**config.mk**
```make
export PLATFORM = sky130hd
export DESIGN_NAME = wb_classic_initiator_flat
export DESIGN_NICKNAME = d
export VERILOG_FILES = /design/src/rtl/wb_classic_initiator_if.sv /design/src/rtl/wb_classic_initiator.sv /design/src/flat_wrapper.sv
export SDC_FILE = /design/constraint.sdc
export NUM_CORES = 1
export LEC_CHECK = 0
export ABC_CLOCK_PERIOD_IN_PS = 1930
export CORE_UTILIZATION = 31
export DETAILED_ROUTE_END_ITERATION = 12
export PLACE_DENSITY = 0.69
export SYNTH_ARGS = -nofsm -noshare
export SYNTH_HDL_FRONTEND = slang
export SYNTH_SLANG_ARGS = --single-unit
```
**constraint.sdc**
```tcl
create_clock -name clk -period 1.93 [get_ports clk]
set_input_delay 0.386 -clock clk [delete_from_list [all_inputs] [get_ports clk]]
set_output_delay 0.386 -clock clk [all_outputs]
set_load 0.05 [all_outputs]
```
**src/rtl/wb_classic_initiator_if.sv**
```systemverilog
// Command/response handshake and Wishbone-classic bus bundle for wb_classic_initiator.
// The master modport is the initiator's view; slave is the bench/host side.
interface wb_classic_initiator_if #(
    parameter int ADDR_WIDTH = 32,
    parameter int DATA_WIDTH = 32
);
    logic                  cmd_valid;
    logic                  cmd_ready;
    logic                  cmd_we;
    logic [ADDR_WIDTH-1:0] cmd_addr;
    logic [DATA_WIDTH-1:0] cmd_wdata;
    logic                  rsp_valid;
    logic                  rsp_ready;
    logic [DATA_WIDTH-1:0] rsp_rdata;
    logic                  rsp_err;
    logic                  cyc_o;
    logic                  stb_o;
    logic                  we_o;
    logic [ADDR_WIDTH-1:0] addr_o;
    logic [DATA_WIDTH-1:0] data_o;
    logic [DATA_WIDTH-1:0] data_i;
    logic                  ack_i;

    modport master (
        input  cmd_valid, cmd_we, cmd_addr, cmd_wdata, rsp_ready, data_i, ack_i,
        output cmd_ready, rsp_valid, rsp_rdata, rsp_err,
        output cyc_o, stb_o, we_o, addr_o, data_o
    );

    modport slave (
        output cmd_valid, cmd_we, cmd_addr, cmd_wdata, rsp_ready, data_i, ack_i,
        input  cmd_ready, rsp_valid, rsp_rdata, rsp_err,
        input  cyc_o, stb_o, we_o, addr_o, data_o
    );
endinterface

```
**src/rtl/wb_classic_initiator.sv**
```systemverilog
// Wishbone-classic initiator: one bus cycle per command, result on a response port.
// Define WB_TIMEOUT_EN to abort cycles whose ack never arrives (TIMEOUT_CYCLES).
module wb_classic_initiator #(
    parameter int ADDR_WIDTH     = 32,
    parameter int DATA_WIDTH     = 32,
    parameter int TIMEOUT_CYCLES = 255
) (
    input  logic                   clk,
    input  logic                   rst,
    wb_classic_initiator_if.master bus,
    output logic                   busy
);
    typedef enum logic [1:0] {IDLE, BUS, RESP} state_t;

    state_t                state, state_n;
    logic                  cmd_ready_q, cmd_ready_n;
    logic                  rsp_valid_q, rsp_valid_n;
    logic [DATA_WIDTH-1:0] rsp_rdata_q, rsp_rdata_n;
    logic                  rsp_err_q, rsp_err_n;
    logic                  cyc_q, cyc_n;
    logic                  stb_q, stb_n;
    logic                  we_q, we_n;
    logic [ADDR_WIDTH-1:0] addr_q, addr_n;
    logic [DATA_WIDTH-1:0] data_q, data_n;
    logic                  busy_q, busy_n;

`ifdef WB_TIMEOUT_EN
    localparam int CLOG_W = $clog2(TIMEOUT_CYCLES + 1);
    localparam int CNT_W  = (CLOG_W > 8) ? CLOG_W : 8;
    localparam logic [CNT_W-1:0] LIMIT = CNT_W'(TIMEOUT_CYCLES);

    logic [CNT_W-1:0] cnt_q, cnt_n, cnt_inc;
    logic             expire;

    // Expires on the wait cycle that brings the waited count up to the limit.
    assign cnt_inc = cnt_q + 1'b1;
    assign expire  = (cnt_inc == LIMIT);
`endif

    always_ff @(posedge clk) begin
        if (rst) begin
            state       <= IDLE;
            cmd_ready_q <= 1'b1;
            rsp_valid_q <= 1'b0;
            rsp_rdata_q <= '0;
            rsp_err_q   <= 1'b0;
            cyc_q       <= 1'b0;
            stb_q       <= 1'b0;
            we_q        <= 1'b0;
            addr_q      <= '0;
            data_q      <= '0;
            busy_q      <= 1'b0;
`ifdef WB_TIMEOUT_EN
            cnt_q       <= '0;
`endif
        end else begin
            state       <= state_n;
            cmd_ready_q <= cmd_ready_n;
            rsp_valid_q <= rsp_valid_n;
            rsp_rdata_q <= rsp_rdata_n;
            rsp_err_q   <= rsp_err_n;
            cyc_q       <= cyc_n;
            stb_q       <= stb_n;
            we_q        <= we_n;
            addr_q      <= addr_n;
            data_q      <= data_n;
            busy_q      <= busy_n;
`ifdef WB_TIMEOUT_EN
            cnt_q       <= cnt_n;
`endif
        end
    end

    always_comb begin
        state_n     = state;
        cmd_ready_n = cmd_ready_q;
        rsp_valid_n = rsp_valid_q;
        rsp_rdata_n = rsp_rdata_q;
        rsp_err_n   = rsp_err_q;
        cyc_n       = cyc_q;
        stb_n       = stb_q;
        we_n        = we_q;
        addr_n      = addr_q;
        data_n      = data_q;
        busy_n      = busy_q;
`ifdef WB_TIMEOUT_EN
        cnt_n       = cnt_q;
`endif
        unique case (state)
            IDLE: begin
                if (bus.cmd_valid && cmd_ready_q) begin
                    cmd_ready_n = 1'b0;
                    busy_n      = 1'b1;
                    if (bus.cmd_addr[1:0] == 2'b00) begin
                        we_n    = bus.cmd_we;
                        addr_n  = bus.cmd_addr;
                        data_n  = bus.cmd_wdata;
                        cyc_n   = 1'b1;
                        stb_n   = 1'b1;
                        state_n = BUS;
`ifdef WB_TIMEOUT_EN
                        cnt_n   = '0;
`endif
                    end else begin
                        rsp_valid_n = 1'b1;
                        rsp_err_n   = 1'b1;
                        rsp_rdata_n = '0;
                        state_n     = RESP;
                    end
                end
            end
            BUS: begin
                if (bus.ack_i) begin
                    cyc_n       = 1'b0;
                    stb_n       = 1'b0;
                    we_n        = 1'b0;
                    rsp_rdata_n = we_q ? '0 : bus.data_i;
                    rsp_err_n   = 1'b0;
                    rsp_valid_n = 1'b1;
                    state_n     = RESP;
                end
`ifdef WB_TIMEOUT_EN
                else if (expire) begin
                    cyc_n       = 1'b0;
                    stb_n       = 1'b0;
                    we_n        = 1'b0;
                    rsp_rdata_n = '0;
                    rsp_err_n   = 1'b1;
                    rsp_valid_n = 1'b1;
                    state_n     = RESP;
                end else begin
                    cnt_n = cnt_inc;
                end
`endif
            end
            RESP: begin
                if (bus.rsp_ready) begin
                    rsp_valid_n = 1'b0;
                    cmd_ready_n = 1'b1;
                    busy_n      = 1'b0;
                    state_n     = IDLE;
                end
            end
            default: begin
                state_n = IDLE;
            end
        endcase
    end

    assign bus.cmd_ready = cmd_ready_q;
    assign bus.rsp_valid = rsp_valid_q;
    assign bus.rsp_rdata = rsp_rdata_q;
    assign bus.rsp_err   = rsp_err_q;
    assign bus.cyc_o     = cyc_q;
    assign bus.stb_o     = stb_q;
    assign bus.we_o      = we_q;
    assign bus.addr_o    = addr_q;
    assign bus.data_o    = data_q;
    assign busy          = busy_q;
endmodule

```
**src/flat_wrapper.sv**
```systemverilog
// flat-port wrapper written by rule: the top's interface ports become plain ports
module wb_classic_initiator_flat 
#(
    parameter int ADDR_WIDTH     = 32,
    parameter int DATA_WIDTH     = 32,
    parameter int TIMEOUT_CYCLES = 255
)
  (clk, rst, busy, bus_cmd_valid, bus_cmd_we, bus_cmd_addr, bus_cmd_wdata, bus_rsp_ready, bus_data_i, bus_ack_i, bus_cmd_ready, bus_rsp_valid, bus_rsp_rdata, bus_rsp_err, bus_cyc_o, bus_stb_o, bus_we_o, bus_addr_o, bus_data_o);
  wb_classic_initiator_if #(.ADDR_WIDTH(ADDR_WIDTH), .DATA_WIDTH(DATA_WIDTH)) bus_i ();
  input  logic clk;
  input  logic rst;
  output logic busy;
  input wire logic [$bits(bus_i.cmd_valid)-1:0] bus_cmd_valid;
  input wire logic [$bits(bus_i.cmd_we)-1:0] bus_cmd_we;
  input wire logic [$bits(bus_i.cmd_addr)-1:0] bus_cmd_addr;
  input wire logic [$bits(bus_i.cmd_wdata)-1:0] bus_cmd_wdata;
  input wire logic [$bits(bus_i.rsp_ready)-1:0] bus_rsp_ready;
  input wire logic [$bits(bus_i.data_i)-1:0] bus_data_i;
  input wire logic [$bits(bus_i.ack_i)-1:0] bus_ack_i;
  output wire logic [$bits(bus_i.cmd_ready)-1:0] bus_cmd_ready;
  output wire logic [$bits(bus_i.rsp_valid)-1:0] bus_rsp_valid;
  output wire logic [$bits(bus_i.rsp_rdata)-1:0] bus_rsp_rdata;
  output wire logic [$bits(bus_i.rsp_err)-1:0] bus_rsp_err;
  output wire logic [$bits(bus_i.cyc_o)-1:0] bus_cyc_o;
  output wire logic [$bits(bus_i.stb_o)-1:0] bus_stb_o;
  output wire logic [$bits(bus_i.we_o)-1:0] bus_we_o;
  output wire logic [$bits(bus_i.addr_o)-1:0] bus_addr_o;
  output wire logic [$bits(bus_i.data_o)-1:0] bus_data_o;
  assign bus_i.cmd_valid = bus_cmd_valid;
  assign bus_i.cmd_we = bus_cmd_we;
  assign bus_i.cmd_addr = bus_cmd_addr;
  assign bus_i.cmd_wdata = bus_cmd_wdata;
  assign bus_i.rsp_ready = bus_rsp_ready;
  assign bus_i.data_i = bus_data_i;
  assign bus_i.ack_i = bus_ack_i;
  assign bus_cmd_ready = bus_i.cmd_ready;
  assign bus_rsp_valid = bus_i.rsp_valid;
  assign bus_rsp_rdata = bus_i.rsp_rdata;
  assign bus_rsp_err = bus_i.rsp_err;
  assign bus_cyc_o = bus_i.cyc_o;
  assign bus_stb_o = bus_i.stb_o;
  assign bus_we_o = bus_i.we_o;
  assign bus_addr_o = bus_i.addr_o;
  assign bus_data_o = bus_i.data_o;
  wb_classic_initiator #(.ADDR_WIDTH(ADDR_WIDTH), .DATA_WIDTH(DATA_WIDTH), .TIMEOUT_CYCLES(TIMEOUT_CYCLES)) u_core (.clk(clk), .rst(rst), .bus(bus_i), .busy(busy));
endmodule
```
* Yosys cells after proc, flatten, opt, wreduce, memory -nomap -nowiden
Index checks and enable logic that the tools add are counted.
Cells by class: equality and inequality tests 7, muxes and demuxes 28, reduce and logical (&&, ||, !) cells 12
Operator list (number):
- 32-bit two-way mux | 4
- 32-bit case mux with 2 select lines | 1
- 1-bit two-way mux | 12
- 1-bit case mux with 2 select lines | 5
- 3-bit AND reduction | 3
- 2-bit two-way mux | 4
- 4-bit AND reduction | 2
- 2-bit inequality test (second input constant) | 3
- 2-bit case mux with 3 select lines | 1
- 5-bit AND reduction | 1
- 2-bit zero test | 2
- 2-bit by 1-bit inequality test with 1-bit output (second input constant) | 2
- 2-bit nonzero test | 2
- 1-bit case mux with 3 select lines | 1
- 3-bit nonzero test | 1
- 2-bit by 1-bit == test with 1-bit output (second input constant) | 1
- 2-bit == test (second input constant) | 1
- 1-bit logical AND | 1
Word-level totals: bits in registers 104, input bits 102, output and inout port bits 103, word-level logic and storage cells 57

* Longest topological paths before layout
Gate-level depths: netlist of run 1.
depth in word-level cells 4, mapped depth 7, gate-level depth less buffers 3

* Worst setup path before layout of run 1
No wires, ideal clock.
path kind register to register, start reg u_core.cmd_ready_q (netlist: u_core.bus.cmd_ready), end reg u_core.rsp_rdata_q[10] (netlist: u_core.bus.rsp_rdata[10]), library setup time 0.120 ns, arrival 1.626 ns, required time 1.810 ns, path slack 0.184 ns, cell stages (with the launch flop) 7, buffers on the path 3, period minus slack after synthesis 1.746 ns, cells stage by stage dfxtp_1 nand3b_4 buf_6 a211o_1 buf_6 buf_6 mux2i_1
Between the ends: cells in the longest elaborated chain, start to end 3
RTL lines:
- from (decl) | line wb_classic_initiator.sv:16 | logic cmd_ready_q, cmd_ready_n;
- from (signal assigned) | line wb_classic_initiator.sv:58 | cmd_ready_q <= cmd_ready_n;
- 1-bit logical AND | line wb_classic_initiator.sv:91 | if (bus.cmd_valid && cmd_ready_q) begin
- 2-bit by 1-bit inequality test with 1-bit output (no source line)
- 4-bit AND reduction (no source line)
- to (signal assigned) | line wb_classic_initiator.sv:60 | rsp_rdata_q <= rsp_rdata_n;
- to (decl) | line wb_classic_initiator.sv:18 | logic [DATA_WIDTH-1:0] rsp_rdata_q, rsp_rdata_n;
Every way passes these cells. A chain may end at the register's enable or synchronous reset.

* Worst setup path after layout of run 1
start reg u_core.rsp_rdata_q[3] (netlist: u_core.bus.rsp_rdata[3]), end out bus_rsp_rdata[3]
RTL lines:
- to (decl) | line flat_wrapper.sv:22 | output wire logic [$bits(bus_i.rsp_rdata)-1:0] bus_rsp_rdata;
No word-level cell between the ends.

==> results by stage, run 1 <==
Global route:
- Entering global routing, the biggest net connects 64 pins.
- The overall global routing resource usage is 18.2%.
- The first global-routing pass estimated 20,300 um of wire.
- The via count of the first global-routing pass is 4,020.
- Summed over all layers, the global routing overflow is 0.
- The number of antenna violations at the first check in global routing came to 0.

Route:
- Dividing the detail-routed via count by the number of cells gives 4.92.
- The first TritonRoute pass finished after 5 iterations.
- The post-route antenna net violation count is 0.
- After detailed routing, the average wire length per cell comes to 15.1 um.
- The post-detailed-routing wire length is 12,700 um.
- For this block, the via count after detailed routing is 4,137.
- In the routed design, unresolved DRC markers number 0.
- The DRC marker count from the first detailed-route iteration is 283.

Floorplan:
- In this run the horizontal extent of the chip is 118 um.
- The die covers 0.0139 mm^2.
- The initial utilization of the core area, before any placement, comes to 31.6%.
- The height of the die is 118 um.
- In this run the count of I/O pins placed on the die edge is 205.
- The floorplan step defined a core boundary enclosing 0.0132 mm^2.
- The cell row count is 42.

Critical path:
- The data required time at the worst endpoint is 1.54 ns.
- The type of the worst setup path is flop to primary output.
- The number of cells traversed by the worst register-to-register path is 4.
- The endpoint of the most critical setup path is bus_rsp_rdata[3].
- The delay contributed by the slowest stage of the critical path is 0.83 ns.
- For the worst setup path, the data arrival time is 1.50 ns.
- Of all nets on the critical path, the largest fanout is 2.
- Broken down by cell family, the worst path's largest delay share belongs to buffers and inverters.
- STA classifies the critical path startpoint as a flop.
- The launching element of the worst setup path is u_core.bus.rsp_rdata[3].
- In this run the number of cells on the critical path is 1.
- The slowest stage of the critical path belongs to the cell sky130_fd_sc_hd__clkdlybuf4s50_1.
- In this run the critical register-to-register path is launched from u_core.state[0].
- The worst register-to-register path ends at u_core.bus.addr_o[17].
- Across all register-to-register paths, the minimum setup slack is 0.42 ns.
- The category of the worst setup path capture point is a primary output.
- The count of buffering cells on the critical path with inverters included is 1.
- Walking the worst path, the cells encountered are clkdlybuf4s50_1.

Placement:
- The post-place setup slack is -0.0151 ns.
- The placer congestion estimate is 0.750.
- The count of buffers added on input and output ports is 204.
- The wire-length estimate of the detail-placed layout is 8880 um.

Synthesis:
- The post-synthesis area per instance is 8.76 um^2.
- Synthesis produced a netlist with a net count of 578.
- The flip-flop and latch count after synthesis is 104.
- By area the synthesized netlist is led by sky130_fd_sc_hd__dfxtp_1, sky130_fd_sc_hd__a21oi_1, sky130_fd_sc_hd__mux2i_1.
- The largest total area in the synthesized netlist belongs to sky130_fd_sc_hd__dfxtp_1.
- Counting distinct cell types in the post-synthesis netlist gives 30.
- The netlist area before placement is 0.00417 mm^2.
- Of the post-synthesis cell area, the dominant cell type holds 49.9%.
- Yosys printed 0 warnings.
- The number of instances in the synthesized netlist is 476.
- The share of the Yosys chip area taken by registers is 49.9%.

Power and ir drop:
- The analysis attributes to cell leakage a power of 0.00264 uW.
- Total power for the finished layout comes to 5120 uW.
- VDD sags by at most 547 uV.
- The power per unit of standard cell area is 761 mW/mm^2.

Final layout:
- The number of antenna diodes in the final layout is 0.
- Cells with a size suffix above 1 make up 8.27% of the layout.
- The final net count is 762.
- Compared with the post-synthesis result, the final layout area differs by 61.3%.
- The final core utilization is 51.0%.
- In the layout the commonest cells are sky130_fd_sc_hd__clkdlybuf4s50_1, sky130_fd_sc_hd__dfxtp_1, sky130_fd_sc_hd__a21oi_1.
- Leaving out fill and tap cells, the most frequent cell in the layout is sky130_fd_sc_hd__clkdlybuf4s50_1.

STA:
- In this run the tightest slew margin relative to its limit is 63.3%.
- The top achievable clock speed is 0.530 GHz.
- The setup TNS is 0 ns.
- The number of max-slew violations in the final report came to 0.
- The ratio of final minimum period to clock period is 97.8%.
- The worst path meets setup with 0.0431 ns of slack.
- The number of failing hold endpoints at the final stage is 0.
- Final hold analysis gives a worst-case slack of 0.451 ns.
- The final clock skew is 0.00691 ns.
- The number of setup violations in the final report is 0.
- At the pin with the least slew margin, the transition time is 0.549 ns.
- Setup repair after global routing left no endpoint under its margin.
- The worst path needs 1.89 ns of the cycle, external delays included.

Clocking:
- Counting along the longest clock path gives a buffer depth of 2.
- The number of clock buffers inserted by TritonCTS is 9.
- The number of clock sinks seen by CTS is 104.
- The H-tree depth reported by CTS is 3.
- At the later pin of the worst-skew pair, clock insertion delay measures 0.34 ns.
- After clock tree synthesis, the clock-pin slew on the worst setup and hold paths is 0.07 ns.
- The tree is rooted in a sky130_fd_sc_hd__clkbuf_16.
- The number of hold buffers added after CTS was 0.
- TritonCTS built the clock tree.

Hold path:
- The type of the tightest min-delay check is flop to flop.

Outcome:
- The flow ran to the end, and the final reports show no timing, DRC or antenna violations.

Flow run:
- The number of max-cap violations is 0.
-- power breakdown --
group	leakage [uW]	switching, uW	internal (uW)
clock	0.000154	785	1170
sequential	0.000842	33.8	2200
combinational	0.00165	512	416
total	0.00264	1330	3790
-- area by class of cell --
cell class	count	area, um^2
clock buffer	13	250
clock inverter	3	65.1
fill	1213	6460
inverter	5	18.8
multi-input combinational	318	1840
sequential	104	2080
tap	176	220
timing repair buffer	222	2250
-- worst min-delay path by stage --
| stage | from | endpoint | slack, ns | cells past startpoint |
|---|---|---|---|---|
| after floorplan | bus_data_i[0] | u_core.bus.rsp_rdata[0] | 0.52 | 2 |
| after global routing | u_core.bus.rsp_err | u_core.bus.rsp_err | 0.49 | 2 |
| after CTS | u_core.bus.rsp_err | u_core.bus.rsp_err | 0.46 | 2 |
| after detailed placement | u_core.bus.rsp_err | u_core.bus.rsp_err | 0.45 | 2 |
| final | u_core.bus.rsp_err | u_core.bus.rsp_err | 0.45 | 2 |
| after global placement | u_core.bus.rsp_err | u_core.bus.rsp_err | 0.44 | 2 |
-- registers in the layout, summed over array words and instances, names as in the netlist --
signal / cells
u_core.bus.addr_o: 32
u_core.bus.cmd_ready: 1
u_core.bus.cyc_o: 1
u_core.bus.data_o: 32
u_core.bus.rsp_err: 1
u_core.bus.rsp_rdata: 32
u_core.bus.rsp_valid: 1
u_core.bus.we_o: 1
u_core.busy: 1
u_core.state: 2
-- cells in the mapped netlist, drive strengths merged --
library cell,number
and3b,1
o32ai,1
nand2b,35
clkbuf,32
nor3b,2
a221oi,1
nand3b,3
inv,5
a211o,1
a32oi,1
o311ai,1
o21ai,63
nor2,1
nor4b,1
nor3,2
nand2,35
or3,2
dfxtp,104
nand3,63
a21oi,70
o21bai,2
buf,17
mux2i,32
or2,1
-- metrics by stage --
stage	cells	area, um^2
detailed placement	825	6380
CTS	841	6700
floorplan	476	4170
global placement	825	6380
global route	841	6730
finish	841	6730
-- routing by layer --
layer  vias to the layer above  GRT usage (%)  part of all wire, %
li1                       2013              -                    -
met1                      1952           21.4                   42
met2                       145           30.2                   48
met3                        27           4.80                  6.0
met4                         0           9.78                  3.4
met5                         -              0                    0
-- logic make-up (layout without fill, tap and decap cells) --
group	count (synthesis)	after routing	synth area share, %
buffers and inverters	54	243	6.24
muxes	32	32	7.68
DFF	104	104	49.9
AOI/OAI and AO/OA	140	140	17.4
and+or+nand+nor	146	146	18.8
-- what timing repair did --
item	in CTS	in global routing
resized for setup	0	12
endpoints found under the setup margin	0	12
buffers inserted	0	0
No activity file was read; power rests on OpenSTA's default activity.
==> inputs of run 2 (changes only) <==
--- a/config.mk
+++ b/config.mk
@@ -6,9 +6,11 @@
 export NUM_CORES = 1
 export LEC_CHECK = 0
 export ABC_CLOCK_PERIOD_IN_PS = 1930
-export CORE_UTILIZATION = 31
+export CORE_UTILIZATION = 40
+export CTS_CLUSTER_SIZE = 12
 export DETAILED_ROUTE_END_ITERATION = 12
-export PLACE_DENSITY = 0.69
+export PLACE_DENSITY = 0.85
+export SLEW_MARGIN = 30
 export SYNTH_ARGS = -nofsm -noshare
 export SYNTH_HDL_FRONTEND = slang
 export SYNTH_SLANG_ARGS = --single-unit
==> run 2 against run 1 <==
Critical path depth unchanged. Clock-buffer cell count fell by 3. Sequential power is essentially flat. Clock power fell by 33%. Fmax fell by 0.46%. Global-route usage rose by 4.7 points. Combinational power shrank 2.3%. Total power is 13% lower. Flip-flop and latch count is the same. Clock skew increased by 0.0039 ns. Largest cell class unchanged. Wire length fell by 3.0%.
==> results by stage, run 2 (synthesis results as in run 1) <==
STA:
- The remaining max-slew budget at the tightest pin is 63.9% (+0.59 points).
- The number of failing hold endpoints at the final stage is 0 (unchanged).
- The setup TNS is 0 ns (unchanged).
- The transition time of the tightest slew-check pin is 0.540 ns (-0.00882 ns).
- Setup repair after global routing left no endpoint under its margin.
- The ratio of final minimum period to clock period was 98.2% (+0.45 points).
- The top achievable clock speed is 0.528 GHz (-0.46%).
- The worst path setup slack after routing is 0.0345 ns (-0.00863 ns).
- The final clock skew is 0.0108 ns (+0.00386 ns).
- The time the worst path needs with I/O delays and setup is 1.90 ns (+0.00863 ns).
- The number of max-slew violations in the final report came to 0 (unchanged).
- The number of setup violations in the final report is 0 (unchanged).

Final layout:
- Compared with the post-synthesis result, the final layout area differs by 59.3%.
- In the layout the commonest cells are sky130_fd_sc_hd__clkdlybuf4s50_1, sky130_fd_sc_hd__dfxtp_1, sky130_fd_sc_hd__a21oi_1.
- Leaving out fill and tap cells, the most frequent cell in the layout is sky130_fd_sc_hd__clkdlybuf4s50_1.
- The count of filler cells inserted in the layout came to 807 (-33%).
- The total area of multi-input combinational cells is 0.00184 mm^2 (about the same).
- The number of cells in the finished layout apart from fillers is 795 (-5.5%).
- The sequential cell area in the final layout came to 0.00208 mm^2 (unchanged).
- The share of cells above drive strength 1 is 7.10% (-1.2 points).
- The final core utilization is 66.7% (+16 points).
- The number of diodes is 0 (unchanged).
- The final net count is 760 (-0.26%).

Power and ir drop:
- The part of the total power dissipated in combinational logic is 20.3% (+2.2 points).
- The switching power came to 1260 uW (-5.2%).
- The internal power consumption is 3200 uW (-16%).
- The clock network fraction of total power is 29.5% (-8.7 points).
- The total power came to 4460 uW (-13%).
- The power per unit of standard cell area is 671 mW/mm^2 (-12%).
- The static leakage power was 0.00358 uW (+35%).
- The relative contribution of sequential cells to total power is 50.2% (+6.5 points).
- The peak ir drop on the vdd network is 385 uV (-30%).
- The switching part of the total power is 28.3% (+2.3 points).

Global route:
- The global-route wire length before repair is 20,300 um (-0.14%).
- The overall global routing resource usage is 22.9% (+4.7 points).
- The via count of the first global-routing pass was 4,119 (+2.5%).
- The residual overflow from global routing is 0 (unchanged).
- The number of antenna violations at the first check in global routing was 0 (unchanged).
- The maximum number of pins on one net before global-route repair came to 47 (-27%).

Clocking:
- The clock edge transition at the registers on the reported setup and hold paths is 0.10 ns (+0.03 ns).
- The tree is rooted in a sky130_fd_sc_hd__clkbuf_8.
- The post-cts repair resize count came to 8 (+8).
- The number of clock buffers inserted by TritonCTS was 9 (unchanged).
- The clock latency reported for the late side of the worst-skew pair is 0.35 ns (about the same).
- The buffer levels on the longest clock path is 2 (unchanged).
- The number of clock sinks seen by CTS is 104 (unchanged).
- The H-tree depth reported by CTS is 3 (unchanged).
- The clock tree from TritonCTS is done.
- The total setup buffers inserted after CTS is 0 (unchanged).
- The number of hold buffers added after CTS came to 0 (unchanged).

Critical path:
- The cell family contributing the most delay on the critical path is buffers and inverters.
- Traced cell by cell, the critical path runs through clkdlybuf4s50_1.
- The slowest stage of the critical path belongs to the cell sky130_fd_sc_hd__clkdlybuf4s50_1.
- The worst setup path is captured at a primary output.
- The maximum fanout along the worst path was 2 (unchanged).
- The signal arrival time at the worst endpoint is 1.51 ns (about the same).
- The delay contributed by the slowest stage of the critical path was 0.82 ns (about the same).
- The count of buffering cells on the critical path with inverters included is 1 (unchanged).
- The type of the worst setup path is flop to primary output.
- STA classifies the critical path startpoint as a flop.
- The data required time at the worst endpoint is 1.54 ns (about the same).

Placement:
- The cell count after placement was 780 (-5.5%).
- The post-place setup slack is -0.0178 ns (-0.00273 ns).
- The half-perimeter wire length after detailed placement is 8720 um (-1.8%).
- The count of buffers from port buffering was 204 (unchanged).
- The placer congestion estimate is 0.757 (+0.92%).

Flow run:
- The number of max-cap violations is 0 (unchanged).

Route:
- The count of unresolved DRC violations after routing is 0 (unchanged).
- The post-route antenna net violation count is 0 (unchanged).
- The DRC marker count from the first detailed-route iteration came to 214 (-24%).
- The detailed-route wire length per cell is 15.5 um (+2.6%).
- The total number of vias came to 4,132 (-0.12%).
- The number of search-and-repair iterations in the first detailed-routing pass is 4 (-1).
- The via count normalized by instance count is 5.20 (+5.7%).
- The post-detailed-routing wire length is 12,300 um (-3.0%).

Outcome:
- The run finished with clean final reports.

Floorplan:
- The die footprint is 0.0108 mm^2 (-22%).
- The count of pins on the block boundary is 205 (unchanged).
- The width of the chip is 104 um (-12%).
- The standard cell core area is 0.00995 mm^2 (-25%).
- The height of the die is 104 um (-12%).
- The cell row count is 36 (-14%).
- The initial core utilization is 41.9% (+10 points).

Hold path:
- The min-delay analysis places its worst path in the category input port to flop.
-- run 2: final cells by class --
type | count | area share, %
Tap cell | 133 | 2.51
Clock inverter | 5 | 0.885
Multi-Input combinational cell | 318 | 27.7
Timing Repair Buffer | 220 | 35.4
Clock buffer | 10 | 1.92
Sequential cell | 104 | 31.3
Inverter | 5 | 0.283
-- run 2: per-layer routing --
metal,up-vias,global-route usage (%),wire length [um]
li1,2004,-,-
met1,1949,27.9,5210
met2,150,39.6,6150
met3,29,3.38,594
met4,0,10.4,397
met5,-,0,0
-- run 2: power by group through the flow --
stage | Sequential, uW | Clock [uW] | Combinational (uW)
CTS | 2240 | 1360 | 909
global route | 2250 | 1470 | 963
floorplan | 2470 | 0 | 319
global placement | 2290 | 0 | 894
detailed placement | 2290 | 0 | 906
finish | 2240 | 1320 | 906
-- run 2: path summary, 6_finish.rpt --
| kind | startpoint | cells past startpoint | slack (ns) | end |
|---|---|---|---|---|
| hold / removal | rst | 3 | 0.40 | u_core.bus.rsp_rdata[12] |
| hold reg to reg | u_core.bus.rsp_err | 2 | 0.45 | u_core.bus.rsp_err |
| setup reg to reg | u_core.state[1] | 5 | 0.38 | u_core.bus.addr_o[22] |
| setup / recovery | u_core.bus.addr_o[12] | 1 | 0.03 | bus_addr_o[12] |
-- run 2: tightest hold or removal path, cell delays in order --
cell                       delay, ns
sky130_fd_sc_hd__buf_2          0.14
sky130_fd_sc_hd__nand2b_1       0.12
sky130_fd_sc_hd__mux2i_1        0.06
-- run 2: through the flow --
| stage | hold WS, ns | cell area [um^2] |
|---|---|---|
| after floorplan | 0.525 | 4170 |
| after global placement | 0.436 | 6300 |
| after detailed placement | 0.442 | 6300 |
| after CTS | 0.383 | 6480 |
| after global routing | 0.400 | 6640 |
| final | 0.397 | 6640 |
